## src/rtl/sdram_req_bridge_pkg.sv

```systemverilog
// Shared types for the SDRAM upstream request bridge: FSM states and the
// write-FIFO entry layout.
package sdram_req_bridge_pkg;

  localparam int unsigned REQ_ADDR_W = 25;
  localparam int unsigned REQ_DATA_W = 8;

  typedef enum logic [1:0] {
    ST_IDLE  = 2'd0,
    ST_ISSUE = 2'd1,
    ST_WAIT  = 2'd2,
    ST_GAP   = 2'd3
  } bridge_state_t;

  typedef struct packed {
    logic [REQ_ADDR_W-1:0] addr;
    logic [REQ_DATA_W-1:0] data;
  } sdram_req_t;

endpackage

```

## src/rtl/sdram_req_fifo.sv

```systemverilog
// Synchronous FIFO with occupancy count; the head entry is visible
// combinationally so the consumer can latch it in the same cycle it pops.
module sdram_req_fifo
  import sdram_req_bridge_pkg::*;
#(
  parameter int unsigned DEPTH = 16,
  parameter type entry_t = sdram_req_t,
  localparam int unsigned PTR_W = $clog2(DEPTH),
  localparam int unsigned CNT_W = PTR_W + 1
) (
  input  logic             clk,
  input  logic             reset,
  input  logic             push_i,
  input  entry_t           wdata_i,
  input  logic             pop_i,
  output entry_t           rdata_o,
  output logic [CNT_W-1:0] count_o,
  output logic             full_o,
  output logic             empty_o
);

  entry_t             mem_q [DEPTH];
  logic [PTR_W-1:0]   wptr_q;
  logic [PTR_W-1:0]   rptr_q;
  logic [CNT_W-1:0]   count_q;
  logic               do_push;
  logic               do_pop;

  assign full_o  = (count_q == CNT_W'(DEPTH));
  assign empty_o = (count_q == '0);
  assign do_push = push_i && !full_o;
  assign do_pop  = pop_i && !empty_o;
  assign rdata_o = mem_q[rptr_q];
  assign count_o = count_q;

  // Storage array; flushing is done through the pointers, so no reset here.
  always_ff @(posedge clk) begin
    if (do_push) begin
      mem_q[wptr_q] <= wdata_i;
    end
  end

  // Pointers wrap naturally because DEPTH is a power of two.
  always_ff @(posedge clk or posedge reset) begin
    if (reset) begin
      wptr_q  <= '0;
      rptr_q  <= '0;
      count_q <= '0;
    end else begin
      if (do_push) begin
        wptr_q <= wptr_q + PTR_W'(1);
      end
      if (do_pop) begin
        rptr_q <= rptr_q + PTR_W'(1);
      end
      case ({do_push, do_pop})
        2'b10:   count_q <= count_q + CNT_W'(1);
        2'b01:   count_q <= count_q - CNT_W'(1);
        default: count_q <= count_q;
      endcase
    end
  end

endmodule

```

## src/rtl/sdram_req_bridge.sv

```systemverilog
// Upstream request bridge for one 8-bit SDRAM controller channel: buffers
// byte writes, serialises single-outstanding reads, and drives the
// controller's edge-triggered rd/wr + busy handshake with a mandatory gap.
module sdram_req_bridge
  import sdram_req_bridge_pkg::*;
#(
  parameter int unsigned FIFO_DEPTH = 16,
  parameter int unsigned ADDR_W     = 25
) (
  input  logic                        clk,
  input  logic                        reset,
  input  logic                        wr_valid,
  output logic                        wr_ready,
  input  logic [ADDR_W-1:0]           wr_addr,
  input  logic [7:0]                  wr_data,
  input  logic                        rd_valid,
  output logic                        rd_ready,
  input  logic [ADDR_W-1:0]           rd_addr,
  output logic [7:0]                  rd_data,
  output logic                        rd_data_valid,
  output logic                        idle,
  output logic [$clog2(FIFO_DEPTH):0] fifo_count,
  output logic [ADDR_W-1:0]           ch_addr,
  output logic                        ch_rd,
  output logic                        ch_wr,
  output logic [7:0]                  ch_din,
  input  logic [7:0]                  ch_dout,
  input  logic                        ch_busy
);

  sdram_req_t    push_entry;
  sdram_req_t    head;
  logic          fifo_full;
  logic          fifo_empty;
  logic          fifo_pop;

  bridge_state_t state_q, state_d;
  logic [ADDR_W-1:0] addr_q, addr_d;
  logic [7:0]    din_q, din_d;
  logic          rd_q, rd_d;
  logic          wr_q, wr_d;
  logic          is_rd_q, is_rd_d;
  logic [7:0]    rdata_q, rdata_d;
  logic          rdv_q, rdv_d;

  assign push_entry = '{addr: REQ_ADDR_W'(wr_addr), data: wr_data};

  sdram_req_fifo #(
    .DEPTH   (FIFO_DEPTH),
    .entry_t (sdram_req_t)
  ) u_fifo (
    .clk     (clk),
    .reset   (reset),
    .push_i  (wr_valid),
    .wdata_i (push_entry),
    .pop_i   (fifo_pop),
    .rdata_o (head),
    .count_o (fifo_count),
    .full_o  (fifo_full),
    .empty_o (fifo_empty)
  );

  assign wr_ready = !fifo_full;
  assign idle     = fifo_empty && (state_q == ST_IDLE);

  // Request selection and channel handshake sequencing; writes take priority
  // so a read can never overtake a buffered write.
  always_comb begin
    state_d  = state_q;
    addr_d   = addr_q;
    din_d    = din_q;
    rd_d     = rd_q;
    wr_d     = wr_q;
    is_rd_d  = is_rd_q;
    rdata_d  = rdata_q;
    rdv_d    = 1'b0;
    fifo_pop = 1'b0;
    rd_ready = 1'b0;
    case (state_q)
      ST_IDLE: begin
        rd_ready = fifo_empty;
        if (!fifo_empty) begin
          fifo_pop = 1'b1;
          addr_d   = ADDR_W'(head.addr);
          din_d    = head.data;
          wr_d     = 1'b1;
          is_rd_d  = 1'b0;
          state_d  = ST_ISSUE;
        end else if (rd_valid) begin
          addr_d   = rd_addr;
          rd_d     = 1'b1;
          is_rd_d  = 1'b1;
          state_d  = ST_ISSUE;
        end
      end
      ST_ISSUE: begin
        if (ch_busy) begin
          rd_d    = 1'b0;
          wr_d    = 1'b0;
          state_d = ST_WAIT;
        end
      end
      ST_WAIT: begin
        if (!ch_busy) begin
          if (is_rd_q) begin
            rdata_d = ch_dout;
            rdv_d   = 1'b1;
          end
          state_d = ST_GAP;
        end
      end
      ST_GAP: begin
        state_d = ST_IDLE;
      end
      default: begin
        state_d = ST_IDLE;
      end
    endcase
  end

  // State and registered channel/read-result outputs.
  always_ff @(posedge clk or posedge reset) begin
    if (reset) begin
      state_q <= ST_IDLE;
      addr_q  <= '0;
      din_q   <= '0;
      rd_q    <= 1'b0;
      wr_q    <= 1'b0;
      is_rd_q <= 1'b0;
      rdata_q <= '0;
      rdv_q   <= 1'b0;
    end else begin
      state_q <= state_d;
      addr_q  <= addr_d;
      din_q   <= din_d;
      rd_q    <= rd_d;
      wr_q    <= wr_d;
      is_rd_q <= is_rd_d;
      rdata_q <= rdata_d;
      rdv_q   <= rdv_d;
    end
  end

  assign ch_addr       = addr_q;
  assign ch_din        = din_q;
  assign ch_rd         = rd_q;
  assign ch_wr         = wr_q;
  assign rd_data       = rdata_q;
  assign rd_data_valid = rdv_q;

endmodule

```

## config.mk

```make
export PLATFORM = sky130hd
export DESIGN_NAME = sdram_req_bridge
export DESIGN_NICKNAME = d
export VERILOG_FILES = /design/src/rtl/sdram_req_bridge_pkg.sv /design/src/rtl/sdram_req_fifo.sv /design/src/rtl/sdram_req_bridge.sv
export SDC_FILE = /design/constraint.sdc
export NUM_CORES = 1
export LEC_CHECK = 0
export CAP_MARGIN = 20
export CORE_ASPECT_RATIO = 1.2
export CORE_MARGIN = 3
export CORE_UTILIZATION = 57
export CTS_CLUSTER_SIZE = 24
export DETAILED_ROUTE_END_ITERATION = 7
export DONT_BUFFER_PORTS = 1
export GPL_TIMING_DRIVEN = 0
export HOLD_SLACK_MARGIN = 0.02
export PLACE_DENSITY = 0.69
export REMOVE_ABC_BUFFERS = 1
export SETUP_SLACK_MARGIN = 0.1
export SYNTH_ARGS = -nofsm -noshare
export SYNTH_HDL_FRONTEND = slang
export SYNTH_SLANG_ARGS = --single-unit
export TNS_END_PERCENT = 1
```

## constraint.sdc

```tcl
create_clock -name clk -period 9.3 [get_ports clk]
set_input_delay 1.86 -clock clk [delete_from_list [all_inputs] [get_ports clk]]
set_output_delay 1.86 -clock clk [all_outputs]
set_load 0.02 [all_outputs]
```

==> summary.md, run 1 <==
| Metric | Value |
|---|---|
| Outcome | complete, no violations |
| Gr usage total | 0.230 |
| Overall via count from detail_route | 10700 |
| Final number of setup-violating endpoints | 0 |
| Reg2Reg Capture Point | u_fifo.count_o[4] |
| Post-CTS Hold Buffers | 0 |
| Multi-input gate area | 5010 µm² |
| Number of post-CTS setup repair buffers | 0 |
| Tcrit/Tclk final | 0.443 |
| Top_reg_cell synth | sky130_fd_sc_hd__edfxtp_1 |
| Post-DP HPWL | 29000 µm |
| Clock-pin slew of the registers on the worst-case setup and hold paths | 0.06 ns |
| Synthesized flop and latch total | 588 |
| Congestion Overflow GR | 0 |
| Kind of start point of the critical path | flip-flop |
| Number of hold-slack violations in the final timing report | 0 |
| Worst setup skew after layout | 0.0169 ns |
| Highest fanout seen on the critical path | 10 |
| Sequential cell area | 17400 µm² |
| Final non-filler cell total | 1669 |
| Clk_lat worst skew | 0.59 ns |
| TritonCTS clock tree | yes |
| Most frequent cells in the layout | sky130_fd_sc_hd__edfxtp_1 (528), sky130_fd_sc_hd__mux4_2 (124), sky130_fd_sc_hd__dfrtp_1 (58), sky130_fd_sc_hd__clkbuf_16 (56), sky130_fd_sc_hd__a22o_1 (29) |
| Number of buffers between clock root and the deepest sink | 3 |
| Summed instance area of the synthesized netlist | 22600 µm² |
| Buffers on Ports | 0 |
| Leakage power | 0.00828 µW |
| Setup CP Type | flip-flop to primary output |
| Post-synthesis cell type count | 44 |
| Pwr Total | 7930 µW |
| Total die area | 42100 µm² |
| Average wire per cell in the routed design | 28.8 µm |
| Residual DRC | 0 |
| Vias in the first global route | 11200 |
| Top Layer Used | met4 |
| Post-Syn Area per Cell | 21.3 µm² |
| Clock Sinks | 588 |
| Initial antenna violation count | 1 |
| Placement Rows | 79 |
| Critical Path Sink Type | primary output |
| Resized cells post-CTS | 0 |
| Area of the core region | 38900 µm² |
| Number of buffers inserted during clock tree synthesis | 55 |
| Termination of the worst setup path | idle |
| Startpoint of the worst setup timing path | u_fifo.count_o[1] |
| Diodes inserted | 0 |
| Max Fclk | 243 MHz |
| Most common cell after layout, fill and taps aside | sky130_fd_sc_hd__edfxtp_1 |
| Share of post-route cells with drive strength above 1 | 0.262 |
| Synthesized instance count | 1060 |
| Maximum ir drop on the vdd rail | 194 µV |
| FILL cells | 2554 |
| Number of search-and-repair iterations in the first detailed-routing pass | 5 |
| I/O pin total | 123 |
| Data arrival, critical path | 2.26 ns |
| Maximum number of pins on one net before global-route repair | 55 |
| Share of the yosys chip area belonging to registers | 0.767 |
| Number of levels the H-tree was split into | 2 |
| Worst reg2reg setup slack | 5.77 ns |
| Placed instance count | 1566 |
| Antenna violation net count after detailed routing | 0 |
| TNS Setup | 0 ns |
| RSZ-0062 raised after global routing | no |
| Origin of the critical flop-to-flop path | u_fifo.count_o[1] |
| Number of nets in the layout | 1181 |
| Synth Warn # | 0 |
| Total length of routed wires | 48100 µm |
| Slew of the pin with the lowest slew margin | 0.901 ns |
| Max_slew headroom | 0.396 |
| Data required, critical path | 7.44 ns |
| M1 WL | 19600 µm |
| Area Overhead vs Synth | 13.1% |
| Final period demand of the worst path | 4.12 ns |
| PwrDens | 310 nW/µm² |
| EDFF count, synth | 528 |
| Routed length on met2 | 23600 µm |
| Hold Path Class | flip-flop to flip-flop |
| Placer Congestion | 0.724 |
| Length of routed met3 wiring | 3660 µm |
| Number of DRC markers after the initial detailed-route iteration | 1011 |
| Via-per-instance ratio | 6.42 |
| Proportion of register bits with asynchronous set or reset after synthesis | 0.102 |
| Width of the die | 188 µm |
| Max Cap Violations | 0 |
| Worst r2r path cells | 10 |
| Initial Util | 0.581 |
| Max-slew violation count | 0 |
| First-pass GRT wire length | 71500 µm |
| Root Buffer Master | sky130_fd_sc_hd__clkbuf_16 |
| Hold Path Origin | is_rd_q |
| Vertical extent of the die | 224 µm |
## cells in the mapped netlist (all sizes together) (2+ instances only)
| cell type | instances | share of area |
|---|---|---|
| a211o | 2 | 0.00077 |
| a21oi | 26 | 0.0057 |
| a221oi | 30 | 0.016 |
| a22o | 29 | 0.011 |
| a22oi | 10 | 0.0033 |
| a31oi | 2 | 0.00055 |
| buf | 46 | 0.013 |
| clkbuf | 17 | 0.0028 |
| dfrtp | 60 | 0.066 |
| edfxtp | 528 | 0.70 |
| ha | 13 | 0.0072 |
| inv | 13 | 0.0022 |
| mux2 | 11 | 0.0055 |
| mux2i | 20 | 0.0088 |
| mux4 | 124 | 0.12 |
| nand2 | 23 | 0.0038 |
| nand2b | 5 | 0.0014 |
| nand3 | 6 | 0.0013 |
| nand4 | 6 | 0.0017 |
| nor2 | 19 | 0.0032 |
| nor2b | 3 | 0.00083 |
| nor3 | 4 | 0.00088 |
| o21ai | 16 | 0.0035 |
| o22ai | 22 | 0.0061 |
| o31ai | 2 | 0.00066 |
| xnor2 | 8 | 0.0031 |
| xor2 | 3 | 0.0012 |
## layer usage
layer,global-route usage,vias up
met2,0.369,430
met3,0.0530,86
li1,-,4504
met4,0.0656,0
met5,0,-
met1,0.324,5702
## kinds of logic after synthesis
group,Yosys count,share of synthesized area
flip-flops,588,0.767
multiplexers,155,0.138
AO/OA/AOI/OAI,145,0.0502
buffers and inverters,76,0.0182
AND/OR/NAND/NOR,72,0.0155
adder cells (fa/ha/maj),13,0.00719
XOR/XNOR,11,0.00426
## sequential cells by signal, indices dropped and copies added (netlist names), 2 cells and up
name            cells
state_q             2
ch_din              8
u_fifo.wptr_q       4
u_fifo.rptr_q       4
rd_data             8
u_fifo.count_o      5
ch_addr            25
u_fifo.mem_q      528
## worst min-delay path by stage
stage	to	slack, ns	depth (start not counted)
after CTS	is_rd_q	0.51	2
after floorplan	is_rd_q	0.46	2
after global placement	is_rd_q	0.48	2
after global routing	is_rd_q	0.55	2
final	is_rd_q	0.52	2
after detailed placement	is_rd_q	0.50	2
## metrics by stage
step / instance area (µm²) / worst slack (ns) / utilization / hold WS [ns]
after CTS: 25600 / 5.19 / 0.657 / 0.514
after floorplan: 22300 / 3.10 / - / 0.463
after detailed placement: 23900 / 4.93 / 0.613 / 0.499
after global routing: 25600 / 5.03 / 0.657 / 0.548
final: 25600 / 5.18 / 0.657 / 0.518
after global placement: 22900 / 0.544 / 0.589 / 0.485
## where the power goes
group	internal (µW)	leakage [µW]	switching, µW
Combinational	1030	0.00197	1140
Clock	1190	0.000839	934
Sequential	3250	0.00547	389
Total	5470	0.00828	2460
## final cells by class
class	instances	share of cell area
Multi-Input combinational cell	396	0.196
Tap cell	526	0.0257
Inverter	13	0.00200
Sequential cell	588	0.678
Timing Repair Buffer	43	0.0310
Clock buffer	78	0.0607
Clock inverter	25	0.00665
## critical path, cell delays in order, from the launching register on
cell	delay, ns
sky130_fd_sc_hd__dfrtp_1	0.56
sky130_fd_sc_hd__nor4_2	0.58
sky130_fd_sc_hd__nand3_1	0.22
sky130_fd_sc_hd__inv_1	0.31
Note: power is estimated with default switching activity, not from simulation.
==> inputs of run 2 (changes only) <==
Settings changed: PLACE_DENSITY 0.69 to 0.72.
Clock period 9.3 ns to 3.45 ns, I/O delays scaled along.
==> summary.md, run 2 (same netlist as run 1, synthesis figures left out) <==
| Metric | Value |
|---|---|
| Max Cap Violations | 0 (unchanged) |
| Number of levels the H-tree was split into | 2 (unchanged) |
| I/O pin total | 123 (unchanged) |
| RSZ-0062 raised after global routing | yes |
| Number of nets in the layout | 1183 (+0.17%) |
| Highest fanout seen on the critical path | 10 (unchanged) |
| PwrDens | 842 nW/µm² (+170%) |
| Post-DP HPWL | 28300 µm (-2.4%) |
| Proportion of power drawn by the clock network | 0.270 (+0.002) |
| Average wire per cell in the routed design | 28.9 µm (+0.47%) |
| Slew of the pin with the lowest slew margin | 0.977 ns (+0.0764 ns) |
| First-pass GRT wire length | 72100 µm (+0.73%) |
| Placer Congestion | 0.718 (-0.90%) |
| Maximum ir drop on the vdd rail | 468 µV (+140%) |
| Kind of start point of the critical path | flip-flop |
| Congestion Overflow GR | 0 (unchanged) |
| Share of post-route cells with drive strength above 1 | 0.265 (+0.00327) |
| Clock-pin slew of the registers on the worst-case setup and hold paths | 0.06 ns (about the same) |
| Final period demand of the worst path | 3.27 ns |
| Residual DRC | 0 (unchanged) |
| Number of hold-slack violations in the final timing report | 0 (unchanged) |
| Max Fclk | 306 MHz |
| Vertical extent of the die | 224 µm (unchanged) |
| Worst setup skew after layout | 0.0133 ns (-0.00358 ns) |
| Cell internal power dissipation | 15000 µW (+170%) |
| Antenna violation net count after detailed routing | 0 (unchanged) |
| Psw | 6620 µW (+170%) |
| Diodes inserted | 0 (unchanged) |
| Area Overhead vs Synth | 13.5% |
| Most common cell after layout, fill and taps aside | sky130_fd_sc_hd__edfxtp_1 |
| Maximum number of pins on one net before global-route repair | 59 (+7.3%) |
| Origin of the critical flop-to-flop path | u_fifo.count_o[1] |
| Via-per-instance ratio | 6.48 (+0.91%) |
| Final number of setup-violating endpoints | 0 (unchanged) |
| Total die area | 42100 µm² (unchanged) |
| FILL cells | 2520 (-1.3%) |
| Tcrit/Tclk final | 0.947 |
| Setup CP Type | flip-flop to flip-flop |
| TritonCTS clock tree | yes |
| Data required, critical path | 3.75 ns (-3.69 ns) |
| Area of the core region | 38900 µm² (unchanged) |
| Max_slew headroom | 0.346 (-0.0496) |
| Clk_lat worst skew | 0.58 ns (about the same) |
| Gr usage total | 0.233 (+0.00338) |
| Overall via count from detail_route | 10800 (+0.97%) |
| Placement Rows | 79 (unchanged) |
| Width of the die | 188 µm (unchanged) |
| Initial antenna violation count | 0 (-1) |
| Pwr Total | 21600 µW (+170%) |
| Total length of routed wires | 48300 µm (+0.53%) |
| Post-Layout Inst Area | 25700 µm² (+0.32%) |
| Vias in the first global route | 11300 (+1.3%) |
| Power share of the sequential group | 0.453 (-0.006) |
| Max-slew violation count | 0 (unchanged) |
| Number of DRC markers after the initial detailed-route iteration | 1126 (+11%) |
| Critical Path Sink Type | flip-flop |
| Outcome | complete, no violations |
| Clock Sinks | 588 (unchanged) |
| Data arrival, critical path | 3.56 ns (+1.30 ns) |
| Placed inst area | 23900 µm² (about the same) |
| Root Buffer Master | sky130_fd_sc_hd__clkbuf_16 |
| Share of power burned in combinational logic | 0.277 (+0.004) |
| Most frequent cells in the layout | sky130_fd_sc_hd__edfxtp_1 (528), sky130_fd_sc_hd__mux4_2 (124), sky130_fd_sc_hd__dfrtp_1 (58), sky130_fd_sc_hd__clkbuf_16 (55), sky130_fd_sc_hd__a22o_1 (29) |
| Initial Util | 0.581 (unchanged) |
| Number of buffers inserted during clock tree synthesis | 53 (-3.6%) |
| Hold slack final | 0.204 ns (-0.315 ns) |
| Startpoint of the worst setup timing path | u_fifo.count_o[1] |
| Number of flip-flops in the largest register | 528 (unchanged) |
| Net Sw Frac | 0.306 (-0.00419) |
| Register name with the most flops | u_fifo.mem_q |
| Buffers on Ports | 0 (unchanged) |
| Number of search-and-repair iterations in the first detailed-routing pass | 6 (+1) |
| Hold Path Origin | wr_data[1] |
| Leakage power | 0.00832 µW (+0.48%) |
| Number of buffers between clock root and the deepest sink | 3 (unchanged) |
| Hold Path Class | primary input to flip-flop |
[run 2: power groups by stage]
| stage | logic (µW) | clock network, µW | registers (µW) |
|---|---|---|---|
| after floorplan | 3830 | 0 | 10100 |
| after global placement | 4510 | 0 | 10200 |
| after detailed placement | 5970 | 0 | 9950 |
| after CTS | 6020 | 5930 | 9820 |
| after global routing | 6430 | 6200 | 9910 |
| final | 5990 | 5830 | 9800 |
[run 2: what timing repair did]
item / 4_1_cts / 5_1_grt
hold buffers: 1 / 0
gates resized for setup: 3 / 0
pin swaps: 0 / 1
setup endpoints to repair: 148 / 7
setup buffers: 0 / 3
endpoints found under the hold margin: 10 / 0
[run 2: critical path, cell delays in order (launching register included)]
cell	delay [ns]
sky130_fd_sc_hd__dfrtp_1	0.63
sky130_fd_sc_hd__nor4_2	0.18
sky130_fd_sc_hd__a21boi_2	0.51
sky130_fd_sc_hd__nand2_1	0.38
sky130_fd_sc_hd__nor3_2	0.72
sky130_fd_sc_hd__buf_6	0.26
sky130_fd_sc_hd__buf_6	0.16
sky130_fd_sc_hd__buf_6	0.13
[run 2: area by class of cell]
class / instances / area, µm² / share of cell area
Sequential cell: 588 / 17400 / 0.676
Timing Repair Buffer: 47 / 853 / 0.0332
Clock buffer: 74 / 1480 / 0.0575
Multi-Input combinational cell: 396 / 5010 / 0.195
Tap cell: 526 / 658 / 0.0256
Inverter: 13 / 56.3 / 0.00219
Clock inverter: 26 / 259 / 0.0101
[run 2: worst paths after layout]
| kind | to | slack, ns | depth (start not counted) |
|---|---|---|---|
| setup reg to reg | u_fifo.mem_q[0][7] | 0.18 | 7 |
| setup / recovery | u_fifo.mem_q[0][7] | 0.18 | 7 |
| max in group asynchronous | u_fifo.rptr_q[1] | 2.33 | 3 |
| min in group asynchronous | ch_addr[1] | 0.53 | 2 |
| hold reg to reg | is_rd_q | 0.53 | 2 |
| hold / removal | u_fifo.mem_q[8][1] | 0.20 | 0 |
[run 2: routing by layer]
layer | track usage | vias up | routed length, µm | share of wire
li1 | - | 4513 | - | -
met1 | 0.313 | 5720 | 18900 | 0.39
met2 | 0.387 | 492 | 24000 | 0.50
met3 | 0.0542 | 101 | 3920 | 0.081
met4 | 0.0743 | 0 | 1430 | 0.030
met5 | 0 | - | 0 | 0
[run 2: stage by stage]
step | setup TNS, ns | utilization | instances | worst slack (ns)
finish | 0 | 0.659 | 1670 | 0.183
global route | 0 | 0.659 | 1670 | 0.0468
CTS | -0.0223 | 0.659 | 1667 | -0.0223
detailed placement | -1.01 | 0.613 | 1566 | -0.180
global placement | -1493.66 | 0.589 | 1523 | -5.21
floorplan | -180.30 | - | 997 | -2.75
==> inputs of run 3 (changes only) <==
Settings changed: CTS_CLUSTER_SIZE 24 to not set, SETUP_SLACK_MARGIN 0.1 to 0.4.
==> summary.md, run 3 (same netlist as run 1, synthesis figures left out) <==
| Metric | Value |
|---|---|
| I/O pin total | 123 (unchanged) |
| Cell type of the slowest stage on the worst timing path | sky130_fd_sc_hd__nor3_2 |
| Setup CP Type | flip-flop to flip-flop |
| Critical Path, Cell by Cell | nor4_2, a21boi_2, nand2_1, nor3_2, buf_8, buf_6 |
| Initial Util | 0.581 (unchanged) |
| Largest stage delay on the critical path | 0.65 ns (-0.07 ns) |
| PwrDens | 844 nW/µm² (+0.25%) |
| Worst setup skew after layout | 0.0114 ns (-0.00189 ns) |
| Number of flip-flops in the largest register | 528 (unchanged) |
| Slew of the pin with the lowest slew margin | 0.963 ns (-0.0140 ns) |
| Share of power burned in combinational logic | 0.281 (+0.004) |
| Number of buffers inserted during clock tree synthesis | 53 (unchanged) |
| Worst reg2reg setup slack | 0.47 ns (+0.29 ns) |
| Area Overhead vs Synth | 13.7% |
| FILL cells | 2510 (-0.40%) |
| Register name with the most flops | u_fifo.mem_q |
| Most common cell after layout, fill and taps aside | sky130_fd_sc_hd__edfxtp_1 |
| Total die area | 42100 µm² (unchanged) |
| Residual DRC | 0 (unchanged) |
| Maximum number of pins on one net before global-route repair | 59 (unchanged) |
| Width of the die | 188 µm (unchanged) |
| Post-Layout Inst Area | 25700 µm² (+0.17%) |
| Highest fanout seen on the critical path | 9 (-1) |
| Max Cap Violations | 0 (unchanged) |
| Vertical extent of the die | 224 µm (unchanged) |
| Antenna violation net count after detailed routing | 0 (unchanged) |
| Origin of the critical flop-to-flop path | u_fifo.count_o[3] |
| Clock-pin slew of the registers on the worst-case setup and hold paths | 0.06 ns (about the same) |
| Root Buffer Master | sky130_fd_sc_hd__clkbuf_16 |
| Critical Path Sink Type | flip-flop |
| Via-per-instance ratio | 6.49 (+0.11%) |
| Sequential cell area | 17400 µm² (about the same) |
| Post-DP HPWL | 28300 µm (unchanged) |
| Startpoint of the worst setup timing path | u_fifo.count_o[3] |
| Number of search-and-repair iterations in the first detailed-routing pass | 5 (-1) |
| Congestion Overflow GR | 0 (unchanged) |
| Vias in the first global route | 11300 (+0.027%) |
| Number of hold-slack violations in the final timing report | 0 (unchanged) |
| Data required, critical path | 3.73 ns (-0.02 ns) |
| Proportion of power drawn by the clock network | 0.269 (about the same) |
| Met1 capacity usage during global routing | 0.314 (+0.00151) |
| Total length of routed wires | 48900 µm (+1.1%) |
| Max-slew violation count | 0 (unchanged) |
| Placed inst area | 23900 µm² (unchanged) |
| Number of DRC markers after the initial detailed-route iteration | 1216 (+8.0%) |
| Share of post-route cells with drive strength above 1 | 0.270 (+0.00501) |
| Final period demand of the worst path | 2.98 ns (-0.291 ns) |
| Placer Congestion | 0.718 (unchanged) |
| Most crowded layer after global routing | met2 |
| Average wire per cell in the routed design | 29.3 µm (+1.1%) |
| Final number of setup-violating endpoints | 0 (unchanged) |
| Tcrit/Tclk final | 0.863 (-0.0845) |
| Kind of start point of the critical path | flip-flop |
| Diodes inserted | 0 (unchanged) |
| First-pass GRT wire length | 72300 µm (+0.32%) |
| Gr usage total | 0.234 (+0.00109) |
| Psw | 6680 µW (+0.93%) |
| Multi-input gate area | 5040 µm² (+0.50%) |
| Max_slew headroom | 0.356 (+0.00936) |
| Maximum ir drop on the vdd rail | 473 µV (+1.0%) |
| Util after Layout | 0.661 (+0.00112) |
| Cell internal power dissipation | 15000 µW (+0.20%) |
| Outcome | complete, no violations |
| Max Fclk | 336 MHz (+9.8%) |
| Leakage power | 0.00834 µW (+0.12%) |
| GR Util met3 | 0.0542 (unchanged) |
| Buffers on Ports | 0 (unchanged) |
| Clock Sinks | 588 (unchanged) |
| TritonCTS clock tree | yes |
| Initial antenna violation count | 0 (unchanged) |
| RSZ-0062 raised after global routing | yes |
| Most frequent cells in the layout | sky130_fd_sc_hd__edfxtp_1 (528), sky130_fd_sc_hd__mux4_2 (124), sky130_fd_sc_hd__dfrtp_1 (55), sky130_fd_sc_hd__clkbuf_16 (55), sky130_fd_sc_hd__a22o_1 (29) |
| Power share of the sequential group | 0.450 (-0.003) |
| Placement Rows | 79 (unchanged) |
| GR Layer Usage met2 | 0.389 (+0.00212) |
| Net Sw Frac | 0.308 (+0.00155) |
| Hold Path Origin | wr_addr[0] |
| Number of levels the H-tree was split into | 2 (unchanged) |
| Data arrival, critical path | 3.25 ns (-0.31 ns) |
| Area of the core region | 38900 µm² (unchanged) |
| Overall via count from detail_route | 10800 (+0.17%) |
| Hold Path Class | primary input to flip-flop |
| Number of nets in the layout | 1184 (+0.085%) |
| Clk_lat worst skew | 0.58 ns (about the same) |
| Number of buffers between clock root and the deepest sink | 3 (unchanged) |
## run 3: cell type report
cell class	count	share of cell area
Clock buffer	74	0.0574
Clock inverter	26	0.0101
Inverter	13	0.00209
Multi-Input combinational cell	396	0.196
Sequential cell	588	0.675
Tap cell	526	0.0256
Timing Repair Buffer	48	0.0339
## run 3: critical path, delay by kind of cell, from the launching register on
family | cells | cell delay, ns
flops | 1 | 0.54
simple gates | 3 | 1.22
compound gates | 1 | 0.50
buf+inv | 2 | 0.40
## run 3: timing repair
action	in CTS	in global routing
setup buffers	2	2
hold endpoints to repair	10	0
gates resized for setup	3	6
pin swaps	1	0
setup endpoints to repair	514	289
hold buffers	1	0
## run 3: routing by layer
| layer | up-vias | routed length (µm) |
|---|---|---|
| met2 | 518 | 24700 |
| met4 | 0 | 1230 |
| met5 | - | 0 |
| li1 | 4513 | - |
| met3 | 83 | 4260 |
| met1 | 5730 | 18700 |
## run 3: stage by stage
step | TNS [ns] | hold slack (ns) | instances | worst slack [ns] | total power, µW
finish | 0 | 0.203 | 1671 | 0.474 | 21700
global route | 0 | 0.178 | 1671 | 0.387 | 22600
CTS | 0 | 0.172 | 1669 | 0.257 | 21800
detailed placement | -1.01 | 0.511 | 1566 | -0.180 | 15900
global placement | -1493.66 | 0.493 | 1523 | -5.21 | 14800
floorplan | -180.30 | 0.463 | 997 | -2.75 | 13900
## run 3: final timing paths
check | endpoint | cells after the start
max | u_fifo.mem_q[3][8] | 6
min | u_fifo.mem_q[5][8] | 0
max reg2reg | u_fifo.mem_q[3][8] | 6
min reg2reg | is_rd_q | 2
max in group asynchronous | u_fifo.rptr_q[1] | 3
min in group asynchronous | ch_addr[1] | 2
## run 3: power by group through the flow
stage | registers (µW) | clock network, µW | logic [µW]
2_1_floorplan | 10100 | 0 | 3830
3_3_place_gp | 10200 | 0 | 4510
3_5_place_dp | 9950 | 0 | 5970
4_1_cts | 9820 | 5930 | 6070
5_1_grt | 9880 | 6200 | 6540
6_report | 9770 | 5840 | 6100
